File: config.mk
export PLATFORM = sky130hd
export DESIGN_NAME = ram_packer
export DESIGN_NICKNAME = d
export VERILOG_FILES = /design/src/rtl/sparse_ram_pkg.sv /design/src/rtl/ram_word_assembler.sv /design/src/rtl/ram_packer.sv
export SDC_FILE = /design/constraint.sdc
export NUM_CORES = 1
export LEC_CHECK = 0
export ABC_AREA = 1
export CAP_MARGIN = 40
export CORE_UTILIZATION = 55
export CTS_CLUSTER_SIZE = 28
export DETAILED_ROUTE_END_ITERATION = 6
export HOLD_SLACK_MARGIN = 0.06
export PLACE_DENSITY = 0.77
export SKIP_LAST_GASP = 1
export SYNTH_ARGS = -nofsm -noshare
export SYNTH_HDL_FRONTEND = slang
export SYNTH_SLANG_ARGS = --single-unit
File: constraint.sdc
create_clock -name clk -period 6.7 [get_ports clk]
set_input_delay 1.005 -clock clk [delete_from_list [all_inputs] [get_ports clk]]
set_output_delay 1.005 -clock clk [all_outputs]
set_load 0.02 [all_outputs]
File: src/rtl/sparse_ram_pkg.sv
// Shared definitions for the compressed sparse RAM writer and reader:
// FSM state type and bitwidth-dependent element geometry.
package sparse_ram_pkg;

  typedef enum logic [1:0] {
    ST_IDLE   = 2'd0,
    ST_FILL   = 2'd1,
    ST_DRAIN  = 2'd2,
    ST_HEADER = 2'd3
  } pack_state_e;

  // Bitwidth code 3 is not a distinct width; it aliases the widest (code 2).
  function automatic logic [1:0] norm_bw(input logic [1:0] bw);
    return (bw == 2'd3) ? 2'd2 : bw;
  endfunction

  function automatic int elem_width(input logic [1:0] bw, input int sew);
    return sew << norm_bw(bw);
  endfunction

  function automatic int elems_per_word(input logic [1:0] bw, input int rp, input int sew);
    return (rp * sew) / elem_width(bw, sew);
  endfunction

endpackage

File: src/rtl/ram_word_assembler.sv
// Slot-insert accumulator for one RAM data word plus the write register that
// presents a completed word to the RAM for exactly one cycle.
module ram_word_assembler
  import sparse_ram_pkg::*;
#(
  parameter int RAM_ADDRESS_WIDTH      = 14,
  parameter int RAM_PARALLEL           = 16,
  parameter int INDEX_WIDTH            = 4,
  parameter int SMALLEST_ELEMENT_WIDTH = 2
) (
  input  logic                                           clk,
  input  logic                                           reset_n,
  input  logic [1:0]                                     bw_i,
  input  logic                                           insert_i,
  input  logic [$clog2(RAM_PARALLEL)-1:0]                slot_i,
  input  logic [4*SMALLEST_ELEMENT_WIDTH-1:0]            value_i,
  input  logic [INDEX_WIDTH-1:0]                         index_i,
  input  logic                                           flush_i,
  input  logic                                           clear_i,
  input  logic [RAM_ADDRESS_WIDTH-1:0]                   addr_i,
  output logic                                           wr_valid_o,
  output logic [RAM_ADDRESS_WIDTH-1:0]                   wr_addr_o,
  output logic [RAM_PARALLEL*SMALLEST_ELEMENT_WIDTH-1:0] wr_value_o,
  output logic [RAM_PARALLEL*INDEX_WIDTH-1:0]            wr_index_o
);

  localparam int VW = RAM_PARALLEL * SMALLEST_ELEMENT_WIDTH;
  localparam int XW = RAM_PARALLEL * INDEX_WIDTH;

  logic [VW-1:0]                acc_val_q, acc_val_d, ins_val;
  logic [XW-1:0]                acc_idx_q, acc_idx_d, ins_idx;
  logic                         wr_valid_q;
  logic [RAM_ADDRESS_WIDTH-1:0] wr_addr_q;
  logic [VW-1:0]                wr_val_q;
  logic [XW-1:0]                wr_idx_q;
  int                           ew;

  // Slots are zero until written, so OR-ing the shifted element is an insert.
  always_comb begin
    ew        = elem_width(bw_i, SMALLEST_ELEMENT_WIDTH);
    ins_val   = (VW'(value_i) & ((VW'(1) << ew) - VW'(1))) << (int'(slot_i) * ew);
    ins_idx   = XW'(index_i) << (int'(slot_i) * INDEX_WIDTH);
    acc_val_d = acc_val_q;
    acc_idx_d = acc_idx_q;
    if (insert_i) begin
      acc_val_d = acc_val_q | ins_val;
      acc_idx_d = acc_idx_q | ins_idx;
    end
  end

  // A flush captures the accumulator including any element inserted this cycle.
  always_ff @(posedge clk or negedge reset_n) begin
    if (!reset_n) begin
      acc_val_q  <= '0;
      acc_idx_q  <= '0;
      wr_valid_q <= 1'b0;
      wr_addr_q  <= '0;
      wr_val_q   <= '0;
      wr_idx_q   <= '0;
    end else begin
      wr_valid_q <= flush_i;
      if (flush_i) begin
        wr_addr_q <= addr_i;
        wr_val_q  <= acc_val_d;
        wr_idx_q  <= acc_idx_d;
      end
      if (flush_i || clear_i) begin
        acc_val_q <= '0;
        acc_idx_q <= '0;
      end else begin
        acc_val_q <= acc_val_d;
        acc_idx_q <= acc_idx_d;
      end
    end
  end

  assign wr_valid_o = wr_valid_q;
  assign wr_addr_o  = wr_addr_q;
  assign wr_value_o = wr_val_q;
  assign wr_index_o = wr_idx_q;

endmodule

File: src/rtl/ram_packer.sv
// Packs a stream of nonzero (value, index) pairs into sparse RAM words at
// addresses 1..N, then writes the element count header at address 0.
module ram_packer
  import sparse_ram_pkg::*;
#(
  parameter int RAM_ADDRESS_WIDTH      = 14,
  parameter int RAM_PARALLEL           = 16,
  parameter int INDEX_WIDTH            = 4,
  parameter int SMALLEST_ELEMENT_WIDTH = 2
) (
  input  logic                                           clk,
  input  logic                                           reset_n,
  input  logic [1:0]                                     bitwidth,
  input  logic                                           start,
  input  logic                                           finish,
  input  logic                                           in_valid,
  output logic                                           in_ready,
  input  logic [4*SMALLEST_ELEMENT_WIDTH-1:0]            in_value,
  input  logic [INDEX_WIDTH-1:0]                         in_index,
  output logic                                           ram_write_en,
  output logic [RAM_ADDRESS_WIDTH-1:0]                   ram_address,
  output logic [RAM_PARALLEL*SMALLEST_ELEMENT_WIDTH-1:0] ram_value,
  output logic [RAM_PARALLEL*INDEX_WIDTH-1:0]            ram_indices_value,
  output logic                                           busy,
  output logic                                           done,
  output logic                                           overflow
);

  localparam int VW     = RAM_PARALLEL * SMALLEST_ELEMENT_WIDTH;
  localparam int XW     = RAM_PARALLEL * INDEX_WIDTH;
  localparam int SLOT_W = $clog2(RAM_PARALLEL);
  localparam int RAW    = RAM_ADDRESS_WIDTH;

  pack_state_e       state_q, state_d;
  logic [1:0]        bw_q, bw_d;
  logic [VW-1:0]     count_q, count_d;
  logic [SLOT_W-1:0] slot_q, slot_d;
  logic [RAW-1:0]    addr_q, addr_d;
  logic              ovf_q, ovf_d;
  logic              done_q, done_d;
  logic              insert, flush, clear, slot_last, wrapped;
  int                per;

  logic              wr_valid;
  logic [RAW-1:0]    wr_addr;
  logic [VW-1:0]     wr_value;
  logic [XW-1:0]     wr_index;

  always_ff @(posedge clk or negedge reset_n) begin
    if (!reset_n) begin
      state_q <= ST_IDLE;
      bw_q    <= '0;
      count_q <= '0;
      slot_q  <= '0;
      addr_q  <= '0;
      ovf_q   <= 1'b0;
      done_q  <= 1'b0;
    end else begin
      state_q <= state_d;
      bw_q    <= bw_d;
      count_q <= count_d;
      slot_q  <= slot_d;
      addr_q  <= addr_d;
      ovf_q   <= ovf_d;
      done_q  <= done_d;
    end
  end

  always_comb begin
    state_d   = state_q;
    bw_d      = bw_q;
    count_d   = count_q;
    slot_d    = slot_q;
    addr_d    = addr_q;
    ovf_d     = ovf_q;
    done_d    = 1'b0;
    insert    = 1'b0;
    flush     = 1'b0;
    clear     = 1'b0;
    per       = elems_per_word(bw_q, RAM_PARALLEL, SMALLEST_ELEMENT_WIDTH);
    slot_last = (int'(slot_q) == per - 1);
    // Address 0 belongs to the header; reaching it again means the RAM is full.
    wrapped   = (addr_q == '0);
    unique case (state_q)
      ST_IDLE: begin
        if (start) begin
          state_d = ST_FILL;
          bw_d    = norm_bw(bitwidth);
          count_d = '0;
          slot_d  = '0;
          addr_d  = RAW'(1);
          ovf_d   = 1'b0;
          clear   = 1'b1;
        end
      end
      ST_FILL: begin
        if (in_valid) begin
          if (wrapped) begin
            ovf_d = 1'b1;
          end else begin
            insert = 1'b1;
            if (count_q != '1) count_d = count_q + VW'(1);
            if (slot_last) begin
              flush  = 1'b1;
              slot_d = '0;
              addr_d = addr_q + RAW'(1);
            end else begin
              slot_d = slot_q + SLOT_W'(1);
            end
          end
        end
        if (finish) begin
          if (!flush && (slot_q != '0 || insert)) begin
            flush  = 1'b1;
            slot_d = '0;
            addr_d = addr_q + RAW'(1);
          end
          state_d = ST_DRAIN;
        end
      end
      ST_DRAIN:  state_d = ST_HEADER;
      ST_HEADER: begin
        state_d = ST_IDLE;
        done_d  = 1'b1;
      end
      default:   state_d = ST_IDLE;
    endcase
  end

  ram_word_assembler #(
    .RAM_ADDRESS_WIDTH      (RAM_ADDRESS_WIDTH),
    .RAM_PARALLEL           (RAM_PARALLEL),
    .INDEX_WIDTH            (INDEX_WIDTH),
    .SMALLEST_ELEMENT_WIDTH (SMALLEST_ELEMENT_WIDTH)
  ) u_asm (
    .clk        (clk),
    .reset_n    (reset_n),
    .bw_i       (bw_q),
    .insert_i   (insert),
    .slot_i     (slot_q),
    .value_i    (in_value),
    .index_i    (in_index),
    .flush_i    (flush),
    .clear_i    (clear),
    .addr_i     (addr_q),
    .wr_valid_o (wr_valid),
    .wr_addr_o  (wr_addr),
    .wr_value_o (wr_value),
    .wr_index_o (wr_index)
  );

  // The pending data word always drains before HEADER, so the two never collide.
  always_comb begin
    ram_write_en      = 1'b0;
    ram_address       = '0;
    ram_value         = '0;
    ram_indices_value = '0;
    if (wr_valid) begin
      ram_write_en      = 1'b1;
      ram_address       = wr_addr;
      ram_value         = wr_value;
      ram_indices_value = wr_index;
    end else if (state_q == ST_HEADER) begin
      ram_write_en = 1'b1;
      ram_value    = count_q;
    end
  end

  assign in_ready = (state_q == ST_FILL);
  assign busy     = (state_q != ST_IDLE);
  assign done     = done_q;
  assign overflow = ovf_q;

endmodule
# Yosys cells after proc, flatten, opt, wreduce, memory -nomap -nowiden
# Cells that the tools add are included.
[word_totals]
register_bits = 263
wordCells = 105
[op_classes]
n_eq_ne = 13
mul = 1
reduce_logical = 14
shift = 4
add_sub_neg = 5
bitwise_logic = 3
n_div = 1
mux = 51
[op_table]
columns = ["op", "n"]
rows = [
  ["32-bit two-way mux", 8],
  ["64-bit two-way mux", 3],
  ["14-bit two-way mux", 7],
  ["64-bit OR", 1],
  ["32-bit case mux with 2 select lines", 1],
  ["4-bit by 6-bit left shift with 64-bit output", 1],
  ["32-bit by 1-bit adder with 32-bit output (second input constant)", 1],
  ["8-bit by 32-bit AND with 32-bit output", 1],
  ["7-bit by 32-bit divider with 32-bit output (first input constant)", 1],
  ["5-bit by 32-bit equality test with 1-bit output", 1],
  ["5-bit by 32-bit multiplier with 32-bit output", 1],
  ["32-bit != test (second input constant)", 1],
  ["32-bit OR", 1],
  ["1-bit by 32-bit left shift with 32-bit output (first input constant)", 1],
  ["2-bit by 2-bit left shift with 32-bit output (first input constant)", 1],
  ["32-bit by 32-bit left shift with 32-bit output", 1],
  ["32-bit by 1-bit subtractor with 32-bit output (second input constant)", 1],
  ["32-bit by 2-bit subtractor with 32-bit output (second input constant)", 1],
  ["14-bit case mux with 2 select lines", 1],
  ["4-bit two-way mux", 6],
  ["1-bit two-way mux", 18],
  ["14-bit by 1-bit adder with 14-bit output (second input constant)", 1],
  ["14-bit zero test", 1],
  ["2-bit equality test (second input constant)", 4],
  ["other kinds (17)", 28],
]

# Longest topological paths before layout
# Gate-level depths: netlist of run 1.
[depth]
word_depth = 17
depth_mapped = 24
depth_no_buf = 23

# Hierarchy
# Synthesis of run 1 repeated with hierarchy kept, for this count alone.
[unflattened]
hier_cells = 1779
area_unflattened_um2 = 13689.4
[modules_own_cells]
columns = ["mod", "area_each_um2", "n_inst", "cells_per_inst"]
rows = [
  ["ram_word_assembler", 8848.5, 1, 973],
  ["ram_packer", 4840.9, 1, 806],
]

# Worst setup path after synthesis of run 1
# Ideal clock, no wire load.
[synth_path]
kind = "reg2reg"
from = "register slot_q[3]"
to = "register u_asm.acc_val_q[15]"
setup_ps = 66
synth_period_minus_slack_ps = 3725
arrival_time_ps = 3659
stages_incl_launch_ff = 22
path_slack_ps = 2975
required_ps = 6634
cell_sequence = "dfrtp_1 > clkbuf_1 > clkinv_1 > clkbuf_1 > nor2_1 > ha_1 > inv_1 > fa_1 > inv_1 > ha_1 > ha_1 > nand2_1 > inv_1 > nand2_1 > nand2_1 > inv_1 > nor2_2 > nand2_1 > nor2_1 > o21ai_0 > o21bai_1 > and2_1"
[synth_between]
elab_chain_len = 12
elab_cells_between_ends = 18
[synth_rtl]
columns = ["item", "line_no", "rtl"]
rows = [
  ["from (decl)", "ram_packer.sv:37", "logic [SLOT_W-1:0] slot_q, slot_d;"],
  ["from (signal assigned)", "ram_packer.sv:62", "slot_q <= slot_d;"],
  ["branches (longest 11 deep; another with 5-bit by 32-bit multiplier with 32-bit output)", "-", ""],
  ["32-bit two-way mux *", "ram_word_assembler.sv:67", "if (flush_i || clear_i) begin"],
  ["to (signal assigned)", "ram_word_assembler.sv:71", "acc_val_q <= acc_val_d;"],
  ["to (decl)", "ram_word_assembler.sv:30", "logic [VW-1:0] acc_val_q, acc_val_d, ins_val;"],
]
# Mark *: on every way between the ends. The select of a mux whose other input is x is not followed.
# A chain may end at the register's enable or synchronous reset.

# Worst setup path after layout of run 1
[layout_path]
from = "register slot_q[2]"
to = "register u_asm.wr_val_q[15], in the netlist u_asm.wr_value_o[15]"
[layout_between]
elab_chain_len = 10
elab_cells_between_ends = 16
[layout_rtl]
columns = ["item", "line_no", "rtl"]
rows = [
  ["branches (longest 10 deep; another with 5-bit by 32-bit multiplier with 32-bit output)", "-", ""],
  ["to (signal assigned)", "ram_word_assembler.sv:64", "wr_val_q <= acc_val_d;"],
  ["to (decl)", "ram_word_assembler.sv:34", "logic [VW-1:0] wr_val_q;"],
]
# Parallel ways; which one is timed is not known. The select of a mux whose other input is x is not followed.

==> results.txt, run 1 <==
----------------------------------------------------
[Clock tree]
  CTS Hold Buffers Added ... 0
  Sinks on Clock Net ... 263
  Buffers from clock root to sink, at most ... 3
  Later-pin clock latency in the skew report ... 0.56 ns
  Total number of H-tree levels ... 1
  Clock-pin transition on the worst setup and hold timing paths ... 0.06 ns
  Setup fix buffers added after clock tree synthesis ... 0
  Number of resized instances in the post-cts repair step ... 0
  TritonCTS buffer count ... 27
  Clock tree from TritonCTS ... yes
  Root Buffer Master ... sky130_fd_sc_hd__clkbuf_16

[Floorplanning]
  Total number of placement rows ... 58
  DIE WIDTH ... 162 um
  Die Y-Extent ... 162 um
  Initial standard-cell utilization of the core ... 56.1%
  Die Area ... 26300 um2
  Count of pins on the block boundary ... 134
  Area of the placeable core ... 25200 um2

[Place]
  Count of buffers inserted at the top-level ports ... 133
  Placed cells ... 2243
  Worst-case setup slack after placement ... 2.19 ns
  Final estimated routing congestion in global placement ... 0.921
  Dpl hpwl ... 26.2 mm
  Post-place instance area ... 15500 um2

[Timing]
  Setup-violating endpoint count in the final report ... 0
  Setup repair after global routing missed its margin ... no
  Max-slew violation total from the final report ... 0
  Share of the cycle needed by the critical path after routing ... 66.0%
  Final clock skew ... 0.0244 ns
  Minimum clock period after layout ... 4.42 ns
  Max Freq ... 0.226 GHz
  Slew at the pin closest to its max-slew limit ... 1.04 ns
  Max_slew headroom ... 30.5%
  Final-report hold violation count ... 0
  Post-layout worst setup margin ... 2.28 ns
  Total negative setup slack ... 0 ns

[Layout]
  Commonest cells after routing, fill and taps aside ... sky130_fd_sc_hd__nand2_1, sky130_fd_sc_hd__dfrtp_1, sky130_fd_sc_hd__inv_1
  Number of diodes ... 0
  Fraction of final layout cells sized beyond drive strength 1 ... 5.55%
  Net total in the final layout ... 1995
  Area Growth Syn to Fin ... 16.5%
  Layout Cells excl Fill ... 2293
  Finished layout cell area ... 16500 um2
  Leading cell type in the layout, fill and taps excluded ... sky130_fd_sc_hd__nand2_1

[Worst hold path]
  Hold/Removal Path Class ... register to register

[Logic synthesis]
  Distinct cell type count of the synthesized netlist ... 43
  Total of flip-flops plus latches after synthesis ... 263
  Count of flip-flops with a built-in enable after synthesis ... 0
  Most used flip-flop cell after synthesis ... sky130_fd_sc_hd__dfrtp_1
  Sequential area share after synthesis ... 46.6%
  Asr flop ratio synth ... 100%
  Post-synthesis area per instance ... 7.63 um2
  Netlist area before placement ... 14100 um2
  Count of synthesis-stage warnings from yosys ... 0
  Mapped Cells ... 1852

[Setup path]
  Largest stage delay, worst path ... 0.81 ns
  Slowest stage cell, crit path ... sky130_fd_sc_hd__dfrtp_1
  Most Frequent Cell on Critical Path ... sky130_fd_sc_hd__nand2_1
  Arrival time at the worst endpoint ... 4.90 ns
  Critical Path RT ... 7.18 ns
  Endpoint kind of the worst setup timing path ... register
  CP max FO ... 18
  CP cell instances ... inv_2 -> nor2_1 -> ha_1 -> ha_1 -> inv_1 -> fa_1 -> fa_1 -> nand2_1 -> inv_1 -> nor2_1 -> inv_1 -> nor2_1 -> nand2_1 -> inv_2 -> nand2_1 -> o21bai_1 -> nand2_1 -> nand2_1
  CP Class ... register to register
  Internal reg-to-reg setup slack ... 2.28 ns
  Setup crit start kind ... register

[GRT]
  Global-route congestion overflow total ... 0
  Tot GR Track Use ... 29.3%
  Largest net degree at the start of global routing ... 135
  Number of antenna violations at the first check in global routing ... 0
  First-pass GRT wire length ... 61.2 mm
  Number of global-route vias before repair ... 11705

[Route]
  First DRT Iteration DRCs ... 1230
  Number of detailed-route iterations in the first pass ... 6
  Post-DRT Antenna Nets ... 0
  Vias post-DR ... 12296
  Number of remaining DRC errors ... 0
  Post-DR wirelength/cell ... 16.5 um
  Total Wirelength ... 37.7 mm
  Post-detailed-route via-to-cell ratio ... 5.36

[Power]
  Power Dens Cells ... 318 nW/um2
  Peak supply drop ... 0.000234 V
  Leakage power of the design ... 8.26 nW
  Design Power ... 5.23 mW

[Job]
  Count of maximum capacitance violations ... 0

[Outcome]
  Run status ... finished, final reports clean

----------------------------------------------------
-- metrics by stage --
| step | util [%] | hold WS, ns |
|---|---|---|
| after floorplan | - | 0.449 |
| after global placement | 61.4 | 0.466 |
| after detailed placement | 61.7 | 0.470 |
| after CTS | 65.4 | 0.485 |
| after global routing | 65.4 | 0.509 |
| final | 65.4 | 0.483 |
-- power breakdown --
part | total [mW] | internal, mW | switching [mW]
registers | 2.05 | 1.85 | 0.200
clock network | 1.60 | 0.933 | 0.665
logic | 1.59 | 0.427 | 1.16
total | 5.23 | 3.21 | 2.03
-- worst paths after layout --
| kind | start | end | depth (start not counted) |
|---|---|---|---|
| max | slot_q[2]$_DFFE_PN0P_ | u_asm.wr_value_o[15]$_DFFE_PN0P_ | 18 |
| min | u_asm.wr_value_o[23]$_DFFE_PN0P_ | u_asm.wr_value_o[23]$_DFFE_PN0P_ | 2 |
| max reg2reg | slot_q[2]$_DFFE_PN0P_ | u_asm.wr_value_o[15]$_DFFE_PN0P_ | 18 |
| min reg2reg | u_asm.wr_value_o[23]$_DFFE_PN0P_ | u_asm.wr_value_o[23]$_DFFE_PN0P_ | 2 |
| max in group asynchronous | reset_n | u_asm.acc_idx_q[11]$_DFF_PN0_ | 2 |
| min in group asynchronous | reset_n | count_q[9]$_DFFE_PN0P_ | 1 |
-- flip-flops by register name, summed over array words and instances (netlist names), 4 cells and up --
name,flops
count_q,32
u_asm.acc_val_q,32
u_asm.acc_idx_q,64
addr_q,14
u_asm.wr_index_o,64
u_asm.wr_value_o,32
slot_q,4
u_asm.wr_addr_o,14
-- cell type report --
class                      count  area (um2)
fill                        2145        8720
sequential                   263        6590
multi-input combinational   1242        6070
timing repair buffer         142        1460
inverter                     266        1000
clock buffer                  33         728
tap                          330         413
clock inverter                17         208
-- synthesized netlist by cell type, types with 2 or more instances --
master                     number  area (um2)
sky130_fd_sc_hd__clkbuf_1      43         161
sky130_fd_sc_hd__buf_4          4        30.0
sky130_fd_sc_hd__o22ai_1        6        37.5
sky130_fd_sc_hd__nand3_1      127         636
sky130_fd_sc_hd__o21a_1         2        15.0
sky130_fd_sc_hd__o21ai_1       37         185
sky130_fd_sc_hd__inv_1        256         961
sky130_fd_sc_hd__nor3_2         2        20.0
sky130_fd_sc_hd__nor3_1        22         110
sky130_fd_sc_hd__o21ai_2       21         184
sky130_fd_sc_hd__nand2_4        3        33.8
sky130_fd_sc_hd__conb_1         2        7.51
sky130_fd_sc_hd__a21o_1         4        30.0
sky130_fd_sc_hd__ha_1          30         375
sky130_fd_sc_hd__nor3b_1        2        15.0
sky130_fd_sc_hd__xor2_1        23         201
sky130_fd_sc_hd__nor2_2         5        31.3
sky130_fd_sc_hd__a31oi_1        4        25.0
sky130_fd_sc_hd__nand2_1      513        1930
sky130_fd_sc_hd__nand2_2        5        31.3
sky130_fd_sc_hd__nor2_1       196         736
sky130_fd_sc_hd__a21oi_1       37         185
sky130_fd_sc_hd__nand4_1       13        81.3
sky130_fd_sc_hd__nor4_1         4        25.0
sky130_fd_sc_hd__o21ai_0       96         480
sky130_fd_sc_hd__inv_2          8        30.0
sky130_fd_sc_hd__o21bai_1      57         428
sky130_fd_sc_hd__fa_1           4        80.1
sky130_fd_sc_hd__xnor2_1        2        17.5
sky130_fd_sc_hd__buf_6         18         203
sky130_fd_sc_hd__buf_2         23         115
sky130_fd_sc_hd__dfrtp_1      263        6580
sky130_fd_sc_hd__and2_1        10        62.6
-- layer usage --
layer | vias up | share of wire [%] | global-route usage [%] | routed length (um)
met4 | 0 | 3.5 | 10.6 | 1330
met5 | - | 0 | 0 | 0
met3 | 87 | 6.4 | 3.42 | 2420
met2 | 451 | 47 | 47.7 | 17800
met1 | 5821 | 43 | 40.4 | 16200
li1 | 5937 | - | - | -
-- critical path: cells and delay by family, from the launching register on --
kind	cells	cell delay [ns]
simple gates	8	1.15
flops	1	0.81
fa+ha+maj	4	1.53
buf+inv	5	0.60
compound gates	1	0.27
-- cell families after synthesis --
logic type / after synthesis / share of synthesized area, %
AO/OA/AOI/OAI: 266 / 11.3
XOR/XNOR: 25 / 1.55
adder cells (fa/ha/maj): 34 / 3.22
buffers and inverters: 354 / 10.7
flip-flops: 263 / 46.6
multiplexers: 1 / 0.0708
other: 2 / 0.0531
AND/OR/NAND/NOR: 907 / 26.6
Note: power is estimated with default switching activity, not from simulation.
==> inputs of run 2 (changes only) <==
- CORE_UTILIZATION: 55 -> 53
- PLACE_DENSITY: 0.77 -> 0.78
- clock period: 6.7 -> 3.8 ns (I/O delays scaled with it)
==> run 2 against run 1 <==
  * Via count is 0.84% higher
  * Largest cell class unchanged
  * Global-route usage is 0.99 points lower
  * First-iteration DRC count is 19% lower
  * Sequential cell count unchanged
  * Routed wire length rose by 1.3%
  * The run now ends with design-rule violations left
  * Clock power rose by 82%
  * Sequential power increased by 74%
  * Fmax grew 21%
==> results.txt, run 2 (synthesis gave the netlist of run 1 again) <==
----------------------------------------------------
[Outcome]
  Run status ... finished, violations left (was finished, final reports clean)
  Failing checks ... design-rule violations

[GRT]
  Number of antenna violations at the first check in global routing ... 0 (unchanged)
  Busiest layer in global routing ... met2 (unchanged)
  GR Layer Usage met2 ... 47.6% (was 47.7%)
  Met1 track demand over resource in global routing ... 37.4% (was 40.4%)
  Global-route congestion overflow total ... 0 (unchanged)
  Met3 track utilization from global routing ... 3.77% (was 3.42%)
  First-pass GRT wire length ... 60.8 mm (was 61.2 mm)
  Tot GR Track Use ... 28.3% (was 29.3%)
  Largest net degree at the start of global routing ... 106 (was 135)
  Number of global-route vias before repair ... 11840 (was 11705)

[Setup path]
  CP Class ... register to register (unchanged)
  Largest stage delay, worst path ... 0.53 ns (was 0.81 ns)
  Slowest stage cell, crit path ... sky130_fd_sc_hd__fa_1 (was sky130_fd_sc_hd__dfrtp_1)
  CP max FO ... 5 (was 18)
  Endpoint kind of the worst setup timing path ... register (unchanged)
  Critical Path RT ... 4.28 ns (was 7.18 ns)
  End of the worst register-to-register path ... u_asm.wr_value_o[26]$_DFFE_PN0P_ (was u_asm.wr_value_o[15]$_DFFE_PN0P_)
  Most Frequent Cell on Critical Path ... sky130_fd_sc_hd__nand2_1 (unchanged)
  Launch point of the worst reg-to-reg path ... bw_q[1]$_DFFE_PN0P_ (was slot_q[2]$_DFFE_PN0P_)
  Internal reg-to-reg setup slack ... 0.16 ns (was 2.28 ns)
  Arrival time at the worst endpoint ... 4.12 ns (was 4.90 ns)
  Worst path top cell family by delay ... adder cells (unchanged)
  Setup crit start kind ... register (unchanged)
  Worst Reg-to-Reg Cells ... 20 (was 18)
  CP cell instances ... inv_2 -> nand2_1 -> nor2_1 -> ha_1 -> ha_1 -> inv_1 -> fa_1 -> inv_1 -> ha_1 -> nand2_1 -> a21oi_1 -> nor2_1 -> nand2_1 -> nor2_2 -> nand2_1 -> o21ai_1 -> nand3_1 -> nand2_1 -> nand2_1 -> nand2_1 (was inv_2 -> nor2_1 -> ha_1 -> ha_1 -> inv_1 -> fa_1 -> fa_1 -> nand2_1 -> inv_1 -> nor2_1 -> inv_1 -> nor2_1 -> nand2_1 -> inv_2 -> nand2_1 -> o21bai_1 -> nand2_1 -> nand2_1)
  Number of buffers and inverters on the critical path ... 3 (was 5)

[Place]
  Final estimated routing congestion in global placement ... 0.937 (was 0.921)
  Dpl hpwl ... 26.6 mm (was 26.2 mm)
  Worst-case setup slack after placement ... -0.0418 ns (was 2.19 ns)
  Count of buffers inserted at the top-level ports ... 133 (unchanged)
  Post-place instance area ... 15700 um2 (was 15500 um2)

[Clock tree]
  Clock tree from TritonCTS ... yes (unchanged)
  TritonCTS buffer count ... 28 (was 27)
  Later-pin clock latency in the skew report ... 0.55 ns (was 0.56 ns)
  Root Buffer Master ... sky130_fd_sc_hd__clkbuf_16 (unchanged)
  Sinks on Clock Net ... 263 (unchanged)
  Buffers from clock root to sink, at most ... 3 (unchanged)
  Total number of H-tree levels ... 1 (unchanged)
  Clock-pin transition on the worst setup and hold timing paths ... 0.06 ns (about the same)

[Route]
  Number of remaining DRC errors ... 16 (was 0)
  Vias post-DR ... 12399 (was 12296)
  First DRT Iteration DRCs ... 995 (was 1230)
  Post-DRT Antenna Nets ... 0 (unchanged)
  Post-detailed-route via-to-cell ratio ... 5.35 (was 5.36)
  Total Wirelength ... 38.2 mm (was 37.7 mm)
  Number of detailed-route iterations in the first pass ... 7 (was 6)
  Post-DR wirelength/cell ... 16.5 um (about the same)

[Power]
  Peak supply drop ... 0.000401 V (was 0.000234 V)
  Design Power ... 9.53 mW (was 5.23 mW)
  Power Dens Cells ... 568 nW/um2 (was 318 nW/um2)
  Leakage power of the design ... 8.39 nW (was 8.26 nW)

[Job]
  Count of maximum capacitance violations ... 0 (unchanged)

[Worst hold path]
  Hold Crit Start ... u_asm.acc_idx_q[35]$_DFF_PN0_ (was u_asm.wr_value_o[23]$_DFFE_PN0P_)
  Hold/Removal Path Class ... register to register (unchanged)
  Worst hold path endpoint ... u_asm.acc_idx_q[35]$_DFF_PN0_ (was u_asm.wr_value_o[23]$_DFFE_PN0P_)
  Worst Hold Depth ... 2 (unchanged)

[Timing]
  Share of the cycle needed by the critical path after routing ... 95.8% (was 66.0%)
  Max-slew violation total from the final report ... 0 (unchanged)
  Setup-violating endpoint count in the final report ... 0 (unchanged)
  Total negative setup slack ... 0 ns (unchanged)
  Final-report hold violation count ... 0 (unchanged)
  Final clock skew ... 0.00816 ns (was 0.0244 ns)
  Post-layout worst setup margin ... 0.161 ns (was 2.28 ns)
  Slew at the pin closest to its max-slew limit ... 0.836 ns (was 1.04 ns)
  Minimum clock period after layout ... 3.64 ns (was 4.42 ns)
  Max_slew headroom ... 43.8% (was 30.5%)
  Setup repair after global routing missed its margin ... yes (was no)
  Max Freq ... 0.275 GHz (was 0.226 GHz)

[Layout]
  Fraction of final layout cells sized beyond drive strength 1 ... 6.96% (was 5.55%)
  Area Growth Syn to Fin ... 18.7% (was 16.5%)
  Finished layout cell area ... 16800 um2 (was 16500 um2)
  Commonest cells after routing, fill and taps aside ... sky130_fd_sc_hd__nand2_1, sky130_fd_sc_hd__dfrtp_1, sky130_fd_sc_hd__inv_1 (unchanged)
  Leading cell type in the layout, fill and taps excluded ... sky130_fd_sc_hd__nand2_1 (unchanged)
  Number of diodes ... 0 (unchanged)
  Net total in the final layout ... 2017 (was 1995)
  Core utilization of the finished layout ... 64.2% (was 65.4%)

[Floorplanning]
  Count of pins on the block boundary ... 134 (unchanged)
  Total number of placement rows ... 59 (was 58)
  Die Y-Extent ... 165 um (was 162 um)
  DIE WIDTH ... 165 um (was 162 um)
  Area of the placeable core ... 26100 um2 (was 25200 um2)
  Initial standard-cell utilization of the core ... 54.1% (was 56.1%)
  Die Area ... 27300 um2 (was 26300 um2)

----------------------------------------------------
run 2: routing by layer:
layer	routed length [um]	vias to the layer above
li1	-	5974
met1	16200	5898
met2	18400	442
met3	2290	85
met4	1370	0
met5	0	-
run 2: how the worst max path moves through the flow:
stage	slack (ns)	end	cells after the start	from
2_1_floorplan	0.08	u_asm.acc_val_q[15]$_DFF_PN0_	21	slot_q[3]$_DFFE_PN0P_
3_3_place_gp	0.08	u_asm.acc_val_q[31]$_DFF_PN0_	19	bw_q[1]$_DFFE_PN0P_
3_5_place_dp	-0.04	u_asm.acc_val_q[15]$_DFF_PN0_	19	bw_q[1]$_DFFE_PN0P_
4_1_cts	0.01	u_asm.acc_val_q[15]$_DFF_PN0_	18	bw_q[1]$_DFFE_PN0P_
5_1_grt	-0.05	u_asm.wr_value_o[18]$_DFFE_PN0P_	19	bw_q[1]$_DFFE_PN0P_
6_report	0.16	u_asm.wr_value_o[26]$_DFFE_PN0P_	20	bw_q[1]$_DFFE_PN0P_
run 2: what timing repair did:
item / CTS / global route
resized for setup: 4 / 17
endpoints found under the hold margin: 12 / 0
cloned: 0 / 0
hold buffers: 1 / 0
setup buffers: 0 / 1
setup endpoints to repair: 9 / 66
pin swaps: 0 / 4
run 2: tightest hold or removal path: cells and delay by family, from the launching register on:
kind          cells  cell delay, ns
flops             1            0.32
simple gates      2            0.12
run 2: final cells by class:
type / instances / area, um2
sequential: 263 / 6590
inverter: 266 / 1010
fill: 2225 / 9360
multi-input combinational: 1242 / 6120
clock inverter: 10 / 191
timing repair buffer: 163 / 1660
tap: 335 / 419
clock buffer: 38 / 788
run 2: through the flow:
stage	hold slack, ns	instances
4_1_cts	0.483	2316
2_1_floorplan	0.274	1859
6_report	0.487	2317
3_5_place_dp	0.468	2267
5_1_grt	0.490	2317
3_3_place_gp	0.466	2265
run 2: power breakdown:
part	switching (mW)	total, mW	leakage [nW]	internal (mW)
Sequential	0.310	3.57	3.63	3.26
Combinational	2.17	3.05	4.29	0.878
Clock	1.13	2.91	0.473	1.78
Total	3.61	9.53	8.39	5.92
==> RTL change, RTL diff (flow settings as in run 2) <==
Put one more register stage on the output `overflow`, without a reset. The value now appears one clock later. The other outputs are not delayed to match.
--- a/src/rtl/ram_packer.sv
+++ b/src/rtl/ram_packer.sv
@@ -169,6 +169,8 @@
   assign in_ready = (state_q == ST_FILL);
   assign busy     = (state_q != ST_IDLE);
   assign done     = done_q;
-  assign overflow = ovf_q;
+  always_ff @(posedge clk) begin
+    overflow <= ovf_q;
+  end
 
 endmodule
Formal check against the unedited RTL: same outputs for any inputs over 4 cycles, from zero or initial values and one cycle with reset_n low; that may be too few to reach the edited logic, so the function may still have changed.
==> RTL change against run 2 <==
Critical path depth is the same; clock power down 6%; sequential share of layout area grew 0.48 points; sequential cell count grew 1; cell count fell by 1.9%; routed wire length fell by 4.3%; largest power group unchanged; synthesized area fell by 0.67%; power shrank 6.5%; final area decreased by 0.93%; worst setup slack better by 0.10 ns.
==> RTL change: results (changes against run 2) <==
ANTENNA_FOUND_INITIAL=0  # unchanged
PRE_CTS_SLACK_NS=0.170  # +0.211 ns
FILLCELLCOUNT=2263  # +1.7%
GR-TOTAL-OVERFLOW=0  # unchanged
CLOCK_TREE.HTREE_LEVEL_COUNT=1  # unchanged
SEQ_AREA_FRAC_SYNTH=0.470  # +0.00458
FINAL-MAX-SLEW-VIOLATION-COUNT=0  # unchanged
LAYOUT-DRIVE-GT1-SHARE=0.0697  # about the same
CRITICAL_PATH.TOP_DELAY_FAMILY='adder cells'
SKEW_PAIR_LATE_INSERTION_DELAY_NS=0.57  # +0.02 ns
HOLD_WS_NS=0.373  # -0.114 ns
DR.PASS1.ITERS=6  # -1
WP_DATA_ARRIVAL_NS=4.02  # -0.10 ns
CRITICAL_PATH.MAX_STAGE_DELAY_NS=0.53  # about the same
CLK_TRANSITION_REPORTED_PATHS_NS=0.06  # about the same
COUNT_OF_INSERTED_ANTENNA_DIODE_CELLS=0  # unchanged
ROUTABILITYCONGESTION=0.974  # +4.0%
FINALNETCOUNT=1972  # -2.2%
TIMING.REG2REG.SETUP_SLACK_NS=0.26  # +0.10 ns
MIN_PATH_CELLS=0  # -2
NUMBER_OF_CELLS_ON_THE_WORST_REG_TO_REG_PATH=20  # unchanged
SLOWEST_STAGE='sky130_fd_sc_hd__fa_1'
REG2REG_TO='u_asm.wr_value_o[28]'
DRT_ITER0_DRC=1111  # +12%
POST_SYNTH_NUM_CELL_TYPES=47  # +9.3%
FINAL.SETUP_SKEW_NS=0.0380  # +0.0299 ns
YOSYSWARNINGS=0  # unchanged
WIRE_LENGTH_OF_THE_FIRST_GLOBAL_ROUTING_PASS_UM=59000  # -3.0%
TRITONCTS_BUFFER_COUNT=28  # unchanged
CTSROOTBUFFERMASTER='sky130_fd_sc_hd__clkbuf_16'
SYNTH_ASYNC_SR_FLOP_SHARE=0.996  # -0.00379
HOLD_PATH.STARTPOINT='ovf_q'
SYNTH_TOP_CELLS_BY_AREA='sky130_fd_sc_hd__dfrtp_1 47%, sky130_fd_sc_hd__nand2_1 13%, sky130_fd_sc_hd__inv_1 6.4%, sky130_fd_sc_hd__nor2_1 4.3%, sky130_fd_sc_hd__nand3_1 4.2%'
VIA_COUNT=12302  # -0.78%
GRT_MAX_DEGREE=157  # +48%
WORSTHOLDENDPOINT='overflow'
DETAILEDPLACEMENTHPWL_UM=25400  # -4.7%
PORTBUFFERS=133  # unchanged
GRT_USAGE=0.276  # -0.00725
RUN_STATUS='finished, final reports clean'
HP-CLASS='reg -> reg'
WORST_PIN_SLEW_NS=0.687  # -0.149 ns
WL_PER_CELL_UM=16.1  # -2.4%
SYNTH_COMMONEST_CELLS='501 x sky130_fd_sc_hd__nand2_1, 263 x sky130_fd_sc_hd__dfrtp_1, 240 x sky130_fd_sc_hd__inv_1'
MAX-CLOCK-PATH-BUFFERS=3  # unchanged
R2R-START='bw_q[1]'
CRITICAL_PATH_PEAK_FANOUT=8  # +3
MAX-VDD-IR-DROP_uV=376  # -6.3%
TOTAL_LEAKAGE_POWER_uW=0.00818  # -2.5%
-- RTL change: timing repair --
action,4_1_cts,5_1_grt
setup endpoints to repair,0,43
endpoints found under the hold margin,75,0
hold buffers,1,0
resized for setup,0,9
setup buffers,0,4
-- RTL change: cells by family (layout without fill, tap and decap cells) --
family          after synthesis  after routing  share of synthesized area
simple gates                869            869                      0.263
buf+inv                     338            469                      0.102
compound gates              266            266                      0.115
flops                       264            264                      0.470
fa+ha+maj                    34             34                     0.0324
xor+xnor                     25             25                     0.0156
other cells                   2              9                   0.000535
mux                           1              1                   0.000713
-- RTL change: worst max path at each step --
stage	startpoint	slack, ns	to	cells past startpoint
floorplan	slot_q[3]	0.17	u_asm.wr_value_o[18]	17
global route	bw_q[1]	-0.06	u_asm.wr_value_o[22]	21
finish	bw_q[1]	0.26	u_asm.wr_value_o[28]	20
global placement	bw_q[1]	0.30	u_asm.acc_val_q[15]	13
CTS	bw_q[1]	0.14	u_asm.wr_value_o[14]	14
detailed placement	bw_q[1]	0.17	u_asm.wr_value_o[15]	14
-- RTL change: cell type report --
class | instances | area [um^2] | area share
clock buffers | 41 | 810 | 0.0487
clock inverters | 7 | 113 | 0.00678
inverters | 254 | 953 | 0.0574
multi-input cells | 1204 | 6070 | 0.365
flip-flops and latches | 264 | 6610 | 0.397
well taps | 335 | 419 | 0.0252
repair buffers | 167 | 1650 | 0.0992
-- RTL change: power by group --
group | internal (uW) | switching, uW
registers | 3210 | 293
logic | 767 | 1910
clock network | 1610 | 1130
-- RTL change: through the flow --
step	setup TNS, ns	instance area (um^2)	instances	power [uW]
after floorplan	0	14100	1806	5370
after global routing	-0.417	16600	2272	9370
after CTS	0	16600	2267	8910
final	0	16600	2272	8910
after detailed placement	0	15600	2218	6160
after global placement	0	15600	2217	6070
-- RTL change: per-layer routing --
| layer | global-route usage | wire, um |
|---|---|---|
| met5 | 0 | 0 |
| met3 | 0.0279 | 2130 |
| met4 | 0.112 | 1420 |
| met1 | 0.373 | 15600 |
| met2 | 0.456 | 17400 |
